`config.mk`:
```
export PLATFORM = sky130hd
export DESIGN_NAME = jtag_tap_dtm
export DESIGN_NICKNAME = d
export VERILOG_FILES = /design/src/rtl/jtag_tap_dtm_pkg.sv /design/src/rtl/jtag_sync_edge.sv /design/src/rtl/jtag_tap_dtm.sv
export SDC_FILE = /design/constraint.sdc
export NUM_CORES = 1
export LEC_CHECK = 0
export ABC_AREA = 0
export BUFFER_PORTS_ARGS = -buffer_cell sky130_fd_sc_hd__clkbuf_2
export CORE_AREA = 2 2 128 118
export DETAILED_ROUTE_END_ITERATION = 8
export DIE_AREA = 0 0 130 120
export PLACE_DENSITY = 0.66
export SYNTH_ARGS = -nofsm -noshare
export SYNTH_HDL_FRONTEND = slang
export SYNTH_SLANG_ARGS = --single-unit
export TNS_END_PERCENT = 1
```
`constraint.sdc`:
```
create_clock -name clk -period 3.55 [get_ports clk]
set_input_delay 0.355 -clock clk [delete_from_list [all_inputs] [get_ports clk]]
set_output_delay 0.355 -clock clk [all_outputs]
set_load 0.01 [all_outputs]
```
`src/rtl/jtag_tap_dtm_pkg.sv`:
```
// Shared definitions for the JTAG debug transport module: TAP states, IR codes,
// DMI op/status codes, DTMCS bit positions and DR lengths.
package jtag_defs;

  typedef enum logic [3:0] {
    TAP_RESET    = 4'h0,
    TAP_IDLE     = 4'h1,
    TAP_SEL_DR   = 4'h2,
    TAP_CAP_DR   = 4'h3,
    TAP_SHIFT_DR = 4'h4,
    TAP_EXIT1_DR = 4'h5,
    TAP_PAUSE_DR = 4'h6,
    TAP_EXIT2_DR = 4'h7,
    TAP_UPD_DR   = 4'h8,
    TAP_SEL_IR   = 4'h9,
    TAP_CAP_IR   = 4'hA,
    TAP_SHIFT_IR = 4'hB,
    TAP_EXIT1_IR = 4'hC,
    TAP_PAUSE_IR = 4'hD,
    TAP_EXIT2_IR = 4'hE,
    TAP_UPD_IR   = 4'hF
  } tap_state_e;

  localparam logic [4:0] IR_IDCODE = 5'h01;
  localparam logic [4:0] IR_DTMCS  = 5'h10;
  localparam logic [4:0] IR_DMI    = 5'h11;
  localparam logic [4:0] IR_BYPASS = 5'h1f;

  localparam logic [1:0] DMI_OP_NOP   = 2'b00;
  localparam logic [1:0] DMI_OP_READ  = 2'b01;
  localparam logic [1:0] DMI_OP_WRITE = 2'b10;

  localparam logic [1:0] DMI_STAT_OK   = 2'b00;
  localparam logic [1:0] DMI_STAT_BUSY = 2'b11;

  localparam int DTMCS_DMIRESET     = 16;
  localparam int DTMCS_DMIHARDRESET = 17;

  localparam int LEN_IR     = 5;
  localparam int LEN_IDCODE = 32;
  localparam int LEN_DTMCS  = 32;
  localparam int LEN_BYPASS = 1;

  // IEEE 1149.1 TAP transition table, advanced once per TCK rise.
  function automatic tap_state_e tap_next(input tap_state_e s, input logic tms);
    unique case (s)
      TAP_RESET:    return tms ? TAP_RESET    : TAP_IDLE;
      TAP_IDLE:     return tms ? TAP_SEL_DR   : TAP_IDLE;
      TAP_SEL_DR:   return tms ? TAP_SEL_IR   : TAP_CAP_DR;
      TAP_CAP_DR:   return tms ? TAP_EXIT1_DR : TAP_SHIFT_DR;
      TAP_SHIFT_DR: return tms ? TAP_EXIT1_DR : TAP_SHIFT_DR;
      TAP_EXIT1_DR: return tms ? TAP_UPD_DR   : TAP_PAUSE_DR;
      TAP_PAUSE_DR: return tms ? TAP_EXIT2_DR : TAP_PAUSE_DR;
      TAP_EXIT2_DR: return tms ? TAP_UPD_DR   : TAP_SHIFT_DR;
      TAP_UPD_DR:   return tms ? TAP_SEL_DR   : TAP_IDLE;
      TAP_SEL_IR:   return tms ? TAP_RESET    : TAP_CAP_IR;
      TAP_CAP_IR:   return tms ? TAP_EXIT1_IR : TAP_SHIFT_IR;
      TAP_SHIFT_IR: return tms ? TAP_EXIT1_IR : TAP_SHIFT_IR;
      TAP_EXIT1_IR: return tms ? TAP_UPD_IR   : TAP_PAUSE_IR;
      TAP_PAUSE_IR: return tms ? TAP_EXIT2_IR : TAP_PAUSE_IR;
      TAP_EXIT2_IR: return tms ? TAP_UPD_IR   : TAP_SHIFT_IR;
      TAP_UPD_IR:   return tms ? TAP_SEL_DR   : TAP_IDLE;
      default:      return TAP_RESET;
    endcase
  endfunction

endpackage

```
`src/rtl/jtag_sync_edge.sv`:
```
// Brings the asynchronous probe pins into the system clock domain and flags
// TCK edges; edges are seen two clk cycles after the pin moves.
module jtag_sync_edge (
  input  logic clk,
  input  logic rst,
  input  logic tck_i,
  input  logic tms_i,
  input  logic tdi_i,
  output logic tms_o,
  output logic tdi_o,
  output logic tck_rise_o,
  output logic tck_fall_o
);

  logic [1:0] tck_q, tms_q, tdi_q;
  logic       tck_prev_q;

  always_ff @(posedge clk) begin
    if (rst) begin
      tck_q      <= '0;
      tms_q      <= '0;
      tdi_q      <= '0;
      tck_prev_q <= 1'b0;
    end else begin
      tck_q      <= {tck_q[0], tck_i};
      tms_q      <= {tms_q[0], tms_i};
      tdi_q      <= {tdi_q[0], tdi_i};
      tck_prev_q <= tck_q[1];
    end
  end

  assign tms_o      = tms_q[1];
  assign tdi_o      = tdi_q[1];
  assign tck_rise_o = tck_q[1] & ~tck_prev_q;
  assign tck_fall_o = ~tck_q[1] & tck_prev_q;

endmodule

```
`src/rtl/jtag_tap_dtm.sv`:
```
// Target-side JTAG TAP with IDCODE/DTMCS/DMI/BYPASS registers, turning DMI
// updates into single-outstanding requests toward the debug module.
module jtag_tap_dtm
  import jtag_defs::*;
#(
  parameter logic [31:0] IDCODE    = 32'h1E200A6D,
  parameter int          ABITS     = 6,
  parameter int          IDLE_HINT = 5
) (
  input  logic               clk,
  input  logic               rst,
  input  logic               jtag_TCK,
  input  logic               jtag_TMS,
  input  logic               jtag_TDI,
  output logic               jtag_TDO,
  output logic               dtm_req_valid,
  output logic [ABITS+33:0]  dtm_req_data,
  input  logic               dm_ack,
  input  logic               dm_resp_valid,
  input  logic [31:0]        dm_resp_data
);

  localparam int DL = ABITS + 34;

  logic tck_rise, tck_fall, tms_s, tdi_s;

  jtag_sync_edge u_sync (
    .clk        (clk),
    .rst        (rst),
    .tck_i      (jtag_TCK),
    .tms_i      (jtag_TMS),
    .tdi_i      (jtag_TDI),
    .tms_o      (tms_s),
    .tdi_o      (tdi_s),
    .tck_rise_o (tck_rise),
    .tck_fall_o (tck_fall)
  );

  tap_state_e        state_q, state_d;
  logic [4:0]        ir_q, ir_d, ir_sel;
  logic [DL-1:0]     shift_q, shift_d, req_data_q, req_data_d;
  logic              tdo_q, tdo_d, busy_q, busy_d, sticky_q, sticky_d;
  logic              req_valid_q, req_valid_d;
  logic [31:0]       rsp_data_q, rsp_data_d;
  logic [ABITS-1:0]  last_addr_q, last_addr_d;
  logic [1:0]        status;
  logic [31:0]       dtmcs_cap;

  assign status    = (sticky_q || busy_q) ? DMI_STAT_BUSY : DMI_STAT_OK;
  assign dtmcs_cap = {14'h0, 3'b000, 3'(IDLE_HINT), status, 6'(ABITS), 4'h1};

  always_comb begin
    case (ir_q)
      IR_IDCODE, IR_DTMCS, IR_DMI: ir_sel = ir_q;
      default:                     ir_sel = IR_BYPASS;
    endcase
  end

  always_comb begin
    state_d     = state_q;
    ir_d        = ir_q;
    shift_d     = shift_q;
    tdo_d       = tdo_q;
    busy_d      = busy_q;
    sticky_d    = sticky_q;
    req_valid_d = req_valid_q;
    req_data_d  = req_data_q;
    rsp_data_d  = rsp_data_q;
    last_addr_d = last_addr_q;

    if (req_valid_q && dm_ack) req_valid_d = 1'b0;
    if (dm_resp_valid) begin
      rsp_data_d = dm_resp_data;
      busy_d     = 1'b0;
    end

    if (tck_rise) begin
      state_d = tap_next(state_q, tms_s);
      // Capture/shift act on the state being left; TDI enters at the MSB of the active length.
      case (state_q)
        TAP_CAP_IR:   shift_d = DL'(5'b00001);
        TAP_SHIFT_IR: shift_d = {{(DL-LEN_IR){1'b0}}, tdi_s, shift_q[LEN_IR-1:1]};
        TAP_CAP_DR: begin
          case (ir_sel)
            IR_IDCODE: shift_d = DL'(IDCODE);
            IR_DTMCS:  shift_d = DL'(dtmcs_cap);
            IR_DMI:    shift_d = {last_addr_q, rsp_data_q, status};
            default:   shift_d = '0;
          endcase
        end
        TAP_SHIFT_DR: begin
          case (ir_sel)
            IR_IDCODE: shift_d = {{(DL-LEN_IDCODE){1'b0}}, tdi_s, shift_q[LEN_IDCODE-1:1]};
            IR_DTMCS:  shift_d = {{(DL-LEN_DTMCS){1'b0}}, tdi_s, shift_q[LEN_DTMCS-1:1]};
            IR_DMI:    shift_d = {tdi_s, shift_q[DL-1:1]};
            default:   shift_d = {{(DL-LEN_BYPASS){1'b0}}, tdi_s};
          endcase
        end
        default: ;
      endcase

      case (state_d)
        TAP_RESET: begin
          ir_d     = IR_IDCODE;
          sticky_d = 1'b0;
        end
        TAP_UPD_IR: ir_d = shift_q[LEN_IR-1:0];
        TAP_UPD_DR: begin
          if (ir_sel == IR_DMI &&
              (shift_q[1:0] == DMI_OP_READ || shift_q[1:0] == DMI_OP_WRITE)) begin
            if (busy_q || sticky_q) begin
              sticky_d = 1'b1;
            end else begin
              req_data_d  = shift_q;
              req_valid_d = 1'b1;
              busy_d      = 1'b1;
              last_addr_d = shift_q[DL-1:34];
            end
          end else if (ir_sel == IR_DTMCS) begin
            if (shift_q[DTMCS_DMIRESET]) sticky_d = 1'b0;
            if (shift_q[DTMCS_DMIHARDRESET]) begin
              sticky_d    = 1'b0;
              busy_d      = 1'b0;
              req_valid_d = 1'b0;
            end
          end
        end
        default: ;
      endcase
    end

    if (tck_fall && (state_q == TAP_SHIFT_IR || state_q == TAP_SHIFT_DR)) tdo_d = shift_q[0];
  end

  always_ff @(posedge clk) begin
    if (rst) begin
      state_q     <= TAP_RESET;
      ir_q        <= IR_IDCODE;
      shift_q     <= '0;
      tdo_q       <= 1'b0;
      busy_q      <= 1'b0;
      sticky_q    <= 1'b0;
      req_valid_q <= 1'b0;
      req_data_q  <= '0;
      rsp_data_q  <= '0;
      last_addr_q <= '0;
    end else begin
      state_q     <= state_d;
      ir_q        <= ir_d;
      shift_q     <= shift_d;
      tdo_q       <= tdo_d;
      busy_q      <= busy_d;
      sticky_q    <= sticky_d;
      req_valid_q <= req_valid_d;
      req_data_q  <= req_data_d;
      rsp_data_q  <= rsp_data_d;
      last_addr_q <= last_addr_d;
    end
  end

  assign jtag_TDO      = tdo_q;
  assign dtm_req_valid = req_valid_q;
  assign dtm_req_data  = req_data_q;

endmodule

```
Word-level counts from Yosys, hierarchy flattened
Index checks and enable logic that the tools add are counted.

Bits in registers: 138. Output and inout port bits: 42. Word-level logic and storage cells: 107.

Eq/ne operators: 28. Multiplexer cells: 40. Bitwise gates (word level): 5. Reductions and logical operators: 20.

Operators with widths (number): case mux 40 bit (4 select lines) (1); case mux 40 bit (3 select lines) (1); case mux 40 bit (2 select lines) (1); case mux 4 bit (12 select lines) (1); equality test 4 bit, second input constant (10); two-way mux 1 bit (22); equality test 5 bit, second input constant (4); two-way mux 4 bit (5); equality test 4 x 3 -> 1 bit, second input constant (4); equality test 5 x 1 -> 1 bit, second input constant (2); case mux 5 bit (2 select lines) (1); equality test 4 x 2 -> 1 bit, second input constant (2); zero test 4 bit (2); two-way mux 2 bit (4); two-way mux 3 bit (2); inequality test 3 bit, second input constant (2); OR reduction 2 bit (3); OR reduction 3 bit (2); two-way mux 5 bit (1); AND reduction 5 bit (1); equality test 4 x 1 -> 1 bit, second input constant (1); inequality test 4 bit, second input constant (1); AND reduction 2 bit (2); AND reduction 4 bit (1); other kinds (9) (17).

Logic depth before layout (Yosys ltp)
Depth after elaboration: 8. Depth in mapped cells: 8.

Hierarchy
Synthesis repeated with hierarchy kept, for this count alone.

Cells, all modules: 633. Area, all modules: 5664.2 um^2.

Modules (own cells, without submodules): jtag_tap_dtm (instances 1, cells each 617, area each 5467.7 um^2, seq. area each 2502.4 um^2); jtag_sync_edge (instances 1, cells each 16, area each 196.4 um^2, seq. area each 140.1 um^2).

Worst setup path before layout
No wires, ideal clock.

Path type: register -> register. Start: register state_q[2]. End: register tdo_q (netlist: jtag_TDO). Data arrival time: 1.521 ns. Required time: 3.422 ns. Path slack: 1.902 ns. Cell stages (with the launch flop): 8. Path buffers: 2. Path through: dfxtp_1 > buf_4 > nor4b_4 > buf_2 > a31oi_1 > nor3b_1 > mux2i_1 > nor2_1.

Cells in the longest elaborated chain, start to end: 3. Elaborated cells on any way between the ends: 4.

Ends and longest elaborated chain: from (decl) (RTL line jtag_tap_dtm.sv:39) `tap_state_e state_q, state_d;`; from (signal assigned) (RTL line jtag_tap_dtm.sv:148) `state_q <= state_d;`; equality test 4 bit or equality test 4 x 3 -> 1 bit (tied branches) (RTL line jtag_tap_dtm.sv:132) `if (tck_fall && (state_q == TAP_SHIFT_IR || state_q == TAP_SHIFT_DR)) tdo_d = shift_q[0];`; logical OR 1 bit * (RTL line jtag_tap_dtm.sv:132); logical AND 1 bit * (RTL line jtag_tap_dtm.sv:132); to (signal assigned) (RTL line jtag_tap_dtm.sv:151) `tdo_q <= tdo_d;`; to (decl) (RTL line jtag_tap_dtm.sv:42) `logic tdo_q, tdo_d, busy_q, busy_d, sticky_q, sticky_d;`.

Mark *: on every way between the ends. The rest lies on a longest branch, timed or not. A chain may end at the register's enable or synchronous reset.

Worst setup path after layout
Start: register state_q[0]. End: register shift_q[4].

Cells in the longest elaborated chain, start to end: 3. Elaborated cells on any way between the ends: 7.

Ends and longest elaborated chain: equality test 4 bit (tied with other cells) (RTL line jtag_tap_dtm.sv:80) `case (state_q)`; nonzero test 4 bit (no source line); AND reduction 2 bit (no source line); to (signal assigned) (RTL line jtag_tap_dtm.sv:150) `shift_q <= shift_d;`; to (decl) (RTL line jtag_tap_dtm.sv:41) `logic [DL-1:0] shift_q, shift_d, req_data_q, req_data_d;`.

Parallel ways exist; a longest one is shown, timed or not.

==> reports/results.tsv <==
stage	metric	value	unit
setup_path	startpoint types	flip-flop	
synthesis	synth cell count leaders	dfxtp_1, nand2_1, a21oi_1	
grt	vias in the first global route	4497	
setup_path	path length in cells of the critical path	5	
job	Max Cap Viol	0	
timing	max frequency	374	MHz
placement	Final HPWL DP	9470	µm
setup_path	FF-to-FF End	shift_q[4]	
clock_network	CTS tree	built	
synthesis	post-synthesis cell area	0.00562	mm²
routing	DRC viols	0	
setup_path	Worst setup EP type	flip-flop	
clock_network	Clock Latency Late Sink	0.42	ns
synthesis	Synth Area per Inst	9.03	µm²
clock_network	H-tree depth	4	
placement	worst slack at placement	0.945	ns
die	total core area	0.0143	mm²
grt	largest net degree at the start of global routing	57	
routing	DRT Pass-1 Iters	5	
run_status	status	finished, final reports clean	
synthesis	Synth cell types	61	
routing	DR vias	4766	
synthesis	Synth area leaders	dfxtp_1, nand2_1, a21oi_1	
synthesis	Synth Instances	623	
grt	most used routing layer in global routing	met2	
pwr	P_leak	2.49	nW
die	Die Area	0.0156	mm²
timing	post-route setup TNS	0	ns
die	DIE WIDTH	130	µm
synthesis	leading area contributor after synthesis	dfxtp_1	
clock_network	setup bufs post-CTS	0	
synthesis	register area share after synthesis	47.0	%
routing	Via-to-Cell Ratio	5.34	
die	# IOs	81	
setup_path	R2R Setup Slk	0.88	ns
placement	GP Congestion	0.796	
setup_path	Worst R2R Path Depth	5	
placement	placed cell area	0.00610	mm²
die	chip height	120	µm
grt	met1 global-route usage	26.1	%
pwr	pwr/cell area	511	mW/mm²
synthesis	syn_nets	662	
synthesis	number of synthesized flops with an enable pin	0	
setup_path	Critical path origin	state_q[0]	
final_layout	Area growth, synth to finish	19.4	%
setup_path	worst stage delay on the critical path	0.80	ns
pwr	peak supply drop	363	µV
pwr	Internal Power	2.70	mW
die	Rows	42	
setup_path	Crit-path slowest cell	dfxtp_1	
routing	final wirelength	13900	µm
setup_path	crit-path leading delay family	simple AND/OR/NAND/NOR gates	
final_layout	final instance area	0.00671	mm²
pwr	Comb pwr share	3.3	%
timing	final worst path period need	2.67	ns
grt	met3 Track Usage GR	6.51	%
setup_path	CP bufs+invs	0	
clock_network	TritonCTS Buffers	17	
grt	gr ovfl total	0	
timing	PnR worst setup slack	0.878	ns
clock_network	clock transition at the registers of the reported paths	0.06	ns
final_layout	# nets final	721	
timing	Max-slew headroom	17.9	%
timing	final hold vios	0	
synthesis	Synthesis Warnings	0	
timing	Least-Margin Pin Slew	1.23	ns
pwr	power share of the clock group	52.1	%
setup_path	worst-path cell chain	and4bb_2 -> and4_1 -> nand2_1 -> a31o_1 -> a21oi_1	
synthesis	Synth top area share	47.0	%
synthesis	FF+latch count, synth	132	
setup_path	Arrival @ worst endpoint	3.02	ns
routing	drt wl/cell	15.6	µm
pwr	Sw Ratio	21.4	%
clock_network	Max Buffers Root-to-Sink	2	
timing	RSZ-0062 raised after global routing	false	
synthesis	prevailing post-synth register cell	dfxtp_1	
placement	Port Buffer Count	80	
grt	initial antenna violation count	0	
final_layout	# diodes	0	
setup_path	kind of critical path	flip-flop to flip-flop	
setup_path	Critical Path RT	3.90	ns
clock_network	clk sinks	132	
synthesis	asr flop ratio synth	0	%
routing	initial detailed-routing violation count	325	
clock_network	Root Buffer	clkbuf_16	
setup_path	worst-path fanout max	22	
pwr	Overall Power	3.43	mW
pwr	Psw	0.733	mW
timing	Final Max Tran Viols	0	
grt	M2 GR Usage	27.2	%
pwr	sequential share of power	44.6	%
die	Initial Utilization	39.2	%
synthesis	most common cell in the netlist	dfxtp_1	
timing	fin crit share	75.3	%
hold_path	worst hold path type	primary input to flip-flop	
clock_network	post-cts repair resize count	0	
setup_path	crit path to	shift_q[4]	
clock_network	hold buffers post-CTS	0	
grt	all-layer global routing usage	18.7	%
timing	Final setup viols	0	
final_layout	share of cells above drive strength 1	22.3	%
routing	post-route ant nets	0	
setup_path	r2r startpoint	state_q[0]	
timing	final clock skew	0.00717	ns
grt	global-route wire length before repair	22900	µm
-- how the worst min path moves through the flow --
stage                         start         endpoint  slack (ns)  cells past startpoint
detailed placement  u_sync.tdi_q[0]  u_sync.tdi_q[1]        0.43                      1
CTS                        jtag_TMS  u_sync.tms_q[0]        0.13                      2
global placement    u_sync.tck_q[0]  u_sync.tck_q[1]        0.42                      1
global route               jtag_TCK  u_sync.tck_q[0]        0.14                      2
floorplan           u_sync.tck_q[0]  u_sync.tck_q[1]        0.41                      1
finish                     jtag_TMS  u_sync.tms_q[0]        0.15                      2
-- metal layers --
metal / up-vias / wire length (µm)
met4: 0 / 184
met3: 21 / 1060
met2: 175 / 6090
met1: 2244 / 6590
li1: 2326 / -
met5: - / 0
-- cell type report --
| type | instances | area (µm²) |
|---|---|---|
| clock inverter | 12 | 155 |
| inverter | 14 | 52.6 |
| fill | 1407 | 7630 |
| clock buffer | 20 | 457 |
| tap | 198 | 248 |
| multi-input combinational | 424 | 2660 |
| sequential | 132 | 2640 |
| timing repair buffer | 93 | 500 |
-- through the flow --
stage / hold WS (ns) / utilization, % / instances
after floorplan: 0.414 / - / 623
after CTS: 0.129 / 46.8 / 893
after global routing: 0.140 / 46.8 / 893
after detailed placement: 0.427 / 42.5 / 861
after global placement: 0.424 / 42.5 / 861
final: 0.147 / 46.8 / 893
-- layout by cell type, fill, tap and decap left out, drive strengths merged, types with 2 or more instances in the layout --
cell type / count
a21boi: 2
nor3: 8
a21oi: 72
o21a: 2
a32oi: 4
o2bb2ai: 25
a31oi: 2
a31o: 2
or2: 3
a211o: 4
nand3: 5
or3: 9
nor4b: 2
o31ai: 2
a211oi: 3
clkinv: 7
a221oi: 5
nor2b: 12
clkinvlp: 2
nor2: 43
a22o: 5
nand2: 111
o21ai: 14
and3: 3
bufinv: 3
buf: 14
mux2i: 35
and2: 3
a22oi: 25
clkbuf: 99
inv: 14
nor4: 3
dfxtp: 132
-- power by group through the flow --
stage | clock [mW] | sequential, mW | combinational [mW]
3_3_place_gp | 0 | 1.56 | 0.111
3_5_place_dp | 0 | 1.56 | 0.114
4_1_cts | 1.82 | 1.53 | 0.115
2_1_floorplan | 0 | 1.55 | 0.0822
6_report | 1.79 | 1.53 | 0.113
5_1_grt | 1.89 | 1.53 | 0.126
-- flip-flops by register name, summed over array words and instances (netlist names) --
signal,count
busy_q,1
dtm_req_data,40
dtm_req_valid,1
ir_q,5
jtag_TDO,1
rsp_data_q,32
shift_q,40
state_q,4
sticky_q,1
u_sync.tck_prev_q,1
u_sync.tck_q,2
u_sync.tdi_q,2
u_sync.tms_q,2
-- logic make-up after synthesis --
group	synth area share [%]
simple gates	17.2
xor+xnor	0.156
compound gates	23.3
flops	47.0
buf+inv	5.90
mux	6.43
-- worst register-to-register path, cell delays in order (launching register included) --
cell      delay, ns
dfxtp_1        0.80
and4bb_2       0.57
and4_1         0.75
nand2_1        0.12
a31o_1         0.24
a21oi_1        0.13
Power figures use the tool's default switching activity.
